`src/rtl/spi_s.sv`:
```
// SPI slave endpoint: oversamples an asynchronous SPI bus in the clk domain and
// exchanges DW-bit frames, MSB first, in any cpol/cpha mode.
module spi_s #(
  parameter int SYNC_STAGES = 2,
  parameter int DW          = 8
) (
  input  logic          clk,
  input  logic          rst,
  input  logic          cpol,
  input  logic          cpha,
  input  logic          sclk,
  input  logic          ss_n,
  input  logic          mosi,
  input  logic [DW-1:0] din,
  output logic          miso,
  output logic          miso_oe,
  output logic [DW-1:0] dout,
  output logic          done,
  output logic          ready,
  output logic          abort
);

  localparam int CW = (DW > 2) ? $clog2(DW) : 1;
  localparam logic [CW-1:0] LAST = CW'(DW - 1);

  typedef enum logic {IDLE, ACTIVE} state_t;

  state_t state, state_nxt;

  logic [SYNC_STAGES-1:0] sclk_sync, ss_sync, mosi_sync;
  logic          sclk_s, ss_s, mosi_s;
  logic          sclk_p0, ss_p0;
  logic          lead_p0, trail_p0;
  logic          sample_p1, shift_p1, ss_fall_p1, ss_rise_p1, mosi_p1;
  logic [CW-1:0] bit_cnt, cnt_after;
  logic [DW-1:0] rx_sr, rx_nxt, tx_sr;
  logic          last_bit;

  // Input synchronisers, reset to the idle bus state
  always_ff @(posedge clk or negedge rst) begin
    if (!rst) begin
      sclk_sync <= '0;
      ss_sync   <= '1;
      mosi_sync <= '0;
    end else begin
      sclk_sync <= {sclk_sync[SYNC_STAGES-2:0], sclk};
      ss_sync   <= {ss_sync[SYNC_STAGES-2:0], ss_n};
      mosi_sync <= {mosi_sync[SYNC_STAGES-2:0], mosi};
    end
  end

  assign sclk_s = sclk_sync[SYNC_STAGES-1];
  assign ss_s   = ss_sync[SYNC_STAGES-1];
  assign mosi_s = mosi_sync[SYNC_STAGES-1];

  // Stage p0: delayed copies for edge detection
  always_ff @(posedge clk or negedge rst) begin
    if (!rst) begin
      sclk_p0 <= 1'b0;
      ss_p0   <= 1'b1;
    end else begin
      sclk_p0 <= sclk_s;
      ss_p0   <= ss_s;
    end
  end

  assign lead_p0  = (sclk_p0 == cpol) && (sclk_s != cpol);
  assign trail_p0 = (sclk_p0 != cpol) && (sclk_s == cpol);

  // Stage p1: registered events, mosi kept aligned with its sample strobe
  always_ff @(posedge clk or negedge rst) begin
    if (!rst) begin
      sample_p1  <= 1'b0;
      shift_p1   <= 1'b0;
      ss_fall_p1 <= 1'b0;
      ss_rise_p1 <= 1'b0;
      mosi_p1    <= 1'b0;
    end else begin
      sample_p1  <= cpha ? trail_p0 : lead_p0;
      shift_p1   <= cpha ? lead_p0 : trail_p0;
      ss_fall_p1 <= ss_p0 & ~ss_s;
      ss_rise_p1 <= ~ss_p0 & ss_s;
      mosi_p1    <= mosi_s;
    end
  end

  always_ff @(posedge clk or negedge rst) begin
    if (!rst) state <= IDLE;
    else      state <= state_nxt;
  end

  always_comb begin
    state_nxt = state;
    case (state)
      IDLE:    if (ss_fall_p1) state_nxt = ACTIVE;
      ACTIVE:  if (ss_rise_p1) state_nxt = IDLE;
      default: state_nxt = IDLE;
    endcase
  end

  // A sample coinciding with deselect is applied before the abort decision
  always_comb begin
    rx_nxt    = {rx_sr[DW-2:0], mosi_p1};
    last_bit  = sample_p1 && (bit_cnt == LAST);
    cnt_after = bit_cnt;
    if (sample_p1) cnt_after = last_bit ? '0 : bit_cnt + CW'(1);
  end

  always_ff @(posedge clk or negedge rst) begin
    if (!rst) begin
      bit_cnt <= '0;
      rx_sr   <= '0;
      tx_sr   <= '0;
      dout    <= '0;
      done    <= 1'b0;
      abort   <= 1'b0;
    end else begin
      done  <= 1'b0;
      abort <= 1'b0;
      if (state == IDLE) begin
        if (ss_fall_p1) begin
          tx_sr   <= din;
          bit_cnt <= '0;
        end
      end else begin
        if (sample_p1) begin
          rx_sr   <= rx_nxt;
          bit_cnt <= cnt_after;
          if (last_bit) begin
            dout <= rx_nxt;
            done <= 1'b1;
          end
        end else if (shift_p1 && bit_cnt != '0) begin
          tx_sr <= {tx_sr[DW-2:0], 1'b0};
        end
        // Reload one clk after completion so the user can update din on done
        if (done) tx_sr <= din;
        if (ss_rise_p1) begin
          bit_cnt <= '0;
          abort   <= (cnt_after != '0);
        end
      end
    end
  end

  assign miso_oe = (state == ACTIVE);
  assign ready   = (state == IDLE);
  assign miso    = miso_oe & tx_sr[DW-1];

endmodule

```
`config.mk`:
```
export PLATFORM = sky130hd
export DESIGN_NAME = spi_s
export DESIGN_NICKNAME = d
export VERILOG_FILES = /design/src/rtl/spi_s.sv
export SDC_FILE = /design/constraint.sdc
export NUM_CORES = 1
export LEC_CHECK = 0
export CAP_MARGIN = 40
export CELL_PAD_IN_SITES_DETAIL_PLACEMENT = 0
export CELL_PAD_IN_SITES_GLOBAL_PLACEMENT = 1
export CORE_MARGIN = 1
export CORE_UTILIZATION = 46
export DETAILED_ROUTE_END_ITERATION = 6
export GPL_TIMING_DRIVEN = 0
export HOLD_SLACK_MARGIN = 0.15
export PLACE_DENSITY_LB_ADDON = 0.1
export SYNTH_ARGS = -nofsm -noshare
export SYNTH_HDL_FRONTEND = slang
export SYNTH_SLANG_ARGS = --single-unit
```
`constraint.sdc`:
```
create_clock -name clk -period 2.75 [get_ports clk]
set_input_delay 0.275 -clock clk [delete_from_list [all_inputs] [get_ports clk]]
set_output_delay 0.275 -clock clk [all_outputs]
set_load 0.005 [all_outputs]
```
==> flow_metrics.env <==
export IMPL_status="completed"
export IMPL_grt_start_max_net_pins=33
export IMPL_fmax_mhz=515
export IMPL_drv_slew=0
export IMPL_seq_area_sq_mm=0.00105
export IMPL_fin_nets=199
export IMPL_cp_slowest_cell="clkdlybuf4s50_1"
export IMPL_final_layout_size_suffix_gt1_share_pct=24.7
export IMPL_core_area_sq_mm=0.00374
export IMPL_clkTransAtPathRegs_ps=80
export IMPL_synth_cell_types=29
export IMPL_htreeDepth=2
export IMPL_yosys_warnings=0
export IMPL_min_path_cells=0
export IMPL_io_pins=28
export IMPL_ys_seq_area_share_pct=57.6
export IMPL_die_area_sq_mm=0.00424
export IMPL_syn_cell_area_sq_mm=0.00183
export IMPL_rsz0062_at_grt="false"
export IMPL_drt_wl_total_microns=3360
export IMPL_dp_cells=221
export IMPL_async_flop_share_pct=100
export IMPL_synth_seq_cells=42
export IMPL_via_per_inst=5.41
export IMPL_hold_start="sclk_sync[0]$_DFF_PN0_"
export IMPL_hold_viol_final=0
export IMPL_r2r_end="abort$_DFF_PN0_"
export IMPL_ant_nets=0
export IMPL_timing_rr_start="bit_cnt[0]$_DFFE_PN0P_"
export IMPL_crit_arrival_ps=1670
export IMPL_die_w_microns=65.1
export IMPL_gp_congestion=0.766
export IMPL_required_ps=2480
export IMPL_diodes=0
export IMPL_place_ws_ps=1110
export IMPL_setup_ws_ps=808
export IMPL_portBuffers=27
export IMPL_fillers=320
export IMPL_fin_crit_sh_pct=70.6
export IMPL_clock_root_buffer="clkbuf_8"
export IMPL_grt_pass1_wl_microns=5820
export IMPL_post_drt_wl_per_cell_microns=14.6
export IMPL_syn_inst=145
export IMPL_cts_sinks=42
export IMPL_p_leak_uw=0.000974
export IMPL_period_minus_slack_ps=1940
export IMPL_area_growth_syn_to_layout_pct=24.8
export IMPL_path_class="flop to primary output"
export IMPL_cts_tree="yes"
export IMPL_ir_drop_mv=0.377
export IMPL_crit_fanout=10
export IMPL_finalSetupTns_ps=0
export IMPL_r2r_cells=5
export IMPL_dpl_hpwl_microns=2370
export IMPL_grt_usage_pct=18.5
export IMPL_rows=22
export IMPL_drt_iter0_drc=95
export IMPL_dr_pass1_iters=4
export IMPL_tightest_slew_ps=491
export IMPL_postSynthAreaPerCell_sq_um=12.6
export IMPL_route_detailed_drc=0
export IMPL_relSlewSlack_pct=67.2
export IMPL_synth_edf_count=0
export IMPL_ff2ff_setup_slack_ps=1180
export IMPL_die_y_microns=65.1
export IMPL_max_stage_delay_ps=480
export IMPL_cts_buffer_depth=2
export IMPL_ys_top_cells_by_area="dfrtp_1 53%, mux2_2 14%, dfstp_2 4.3%, o21ai_0 2.5%, ha_1 2.0%"
export IMPL_synthFlopType="dfrtp_1"
export IMPL_post_cts_buffers=0
export IMPL_cp_start_kind="flop"
export IMPL_fin_skew_ps=3.37
export IMPL_cap_violations=0
export IMPL_endpoint_kind="primary output"
export IMPL_start_util_pct=48.9
export IMPL_grt_pass1_vias=1248
export IMPL_yosysTopAreaCellShare_pct=53.3
export IMPL_antenna_found_initial=0
export IMPL_min_to="sclk_sync[1]$_DFF_PN0_"
export IMPL_overflow=0
export IMPL_powerDensity_mw_per_mm2=704
export IMPL_cts_buffers=5
export IMPL_num_vias=1245
export IMPL_multi_input_area_sq_um=716
export IMPL_synth_nets=163
export IMPL_fin_cells=230
export IMPL_yosysTopAreaCell="dfrtp_1"
export IMPL_finalSetupViolCount=0
export IMPL_hp_class="flop to flop"
export IMPL_crit_chain="buf_6 -> buf_4 -> and2_1 -> clkdlybuf4s50_1"
export IMPL_clk_latency_ps=290
-- state kept, by name, summed over array words and instances, names as in the netlist --
register	count
mosi_p1	1
ss_fall_p1	1
bit_cnt	3
shift_p1	1
sample_p1	1
mosi_sync	2
abort	1
rx_sr	7
miso_oe	1
ss_p0	1
sclk_p0	1
tx_sr	8
sclk_sync	2
ss_sync	2
dout	8
done	1
ss_rise_p1	1
-- final cells by class --
| class | count | area share, % |
|---|---|---|
| buffer | 5 | 1.86 |
| sequential | 42 | 46.1 |
| clock buffer | 6 | 3.61 |
| tap | 48 | 2.63 |
| clock inverter | 2 | 0.712 |
| timing repair buffer | 29 | 12.9 |
| multi-input combinational | 93 | 31.3 |
| inverter | 5 | 0.821 |
-- cells in the mapped netlist, types with 3 or more instances --
library cell and count:
ha_1 3, nand3_1 5, nor3_1 4, mux2_2 22
a211oi_1 4, nor2b_1 6, dfstp_2 3, nor4_1 4
o22ai_1 6, inv_1 5, o21ai_0 9, mux2i_1 3
dfrtp_1 39, nand2b_1 4, a31oi_1 5, nand2_1 3
nor2_1 3
-- routing by layer --
layer	track usage (%)	wire [microns]	vias to the layer above
li1	-	-	599
met1	23.0	1510	608
met2	31.9	1670	36
met3	5.38	158	2
met4	4.08	12	0
met5	0	0	-
-- cells in the final DEF, fill, tap and decap left out, types with 2 or more instances in the layout --
cell type	count
a211oi_1	4
a31oi_1	5
a32o_1	2
buf_2	2
buf_4	2
buf_6	2
clkbuf_8	6
clkdlybuf4s50_1	26
dfrtp_1	39
dfstp_2	3
ha_1	3
inv_1	5
mux2_2	22
mux2i_1	3
nand2_1	3
nand2b_1	4
nand2b_2	2
nand3_1	5
nand3b_1	2
nor2_1	3
nor2b_1	6
nor3_1	4
nor4_1	4
o21ai_0	9
o22ai_1	6
-- critical path, delay by kind of cell (launching register included) --
kind,cells,cell delay (ps)
buf+inv,3,830
flops,1,420
simple gates,1,130
-- through the flow --
stage	util (%)	cell area, sq um	hold WS [ps]	power [uW]
2_1_floorplan	-	1830	-20.6	1070
5_1_grt	61.1	2290	368	1710
4_1_cts	61.1	2290	356	1630
6_report	61.1	2290	354	1610
3_3_place_gp	57.8	2160	334	1180
3_5_place_dp	58.2	2180	167	1200
-- how the worst max path moves through the flow --
stage / from / to / slack (ps)
floorplan: bit_cnt[0]$_DFFE_PN0P_ / dout[0]$_DFFE_PN0P_ / 1330
global placement: rst / dout[2]$_DFFE_PN0P_ / 390
detailed placement: miso_oe$_DFF_PN0_ / miso / 1110
CTS: miso_oe$_DFF_PN0_ / miso / 780
global route: miso_oe$_DFF_PN0_ / miso / 710
finish: miso_oe$_DFF_PN0_ / miso / 810
-- where the power goes --
part / total [uW] / internal, uW / leakage, uW / switching [uW]
clock network: 423 / 207 / 0.0000478 / 217
logic: 365 / 201 / 0.000406 / 164
registers: 822 / 737 / 0.000521 / 84.7
total: 1610 / 1140 / 0.000974 / 465
-- cell families (layout without fill, tap and decap cells) --
family                   after synthesis  after routing  share of synthesized area [%]
adder cells (fa/ha/maj)                3              3                           2.05
AND/OR/NAND/NOR                       38             38                           12.4
buffers and inverters                 10             47                           3.35
AO/OA/AOI/OAI                         26             26                           8.95
flip-flops                            42             42                           57.6
XOR/XNOR                               1              1                          0.478
multiplexers                          25             25                           15.2
-- timing repair --
action	in CTS	in global routing
endpoints found under the setup margin	0	0
endpoints found under the hold margin	39	0
gates resized for setup	0	0
hold buffers	1	0
No activity file was read; power rests on OpenSTA's default activity.
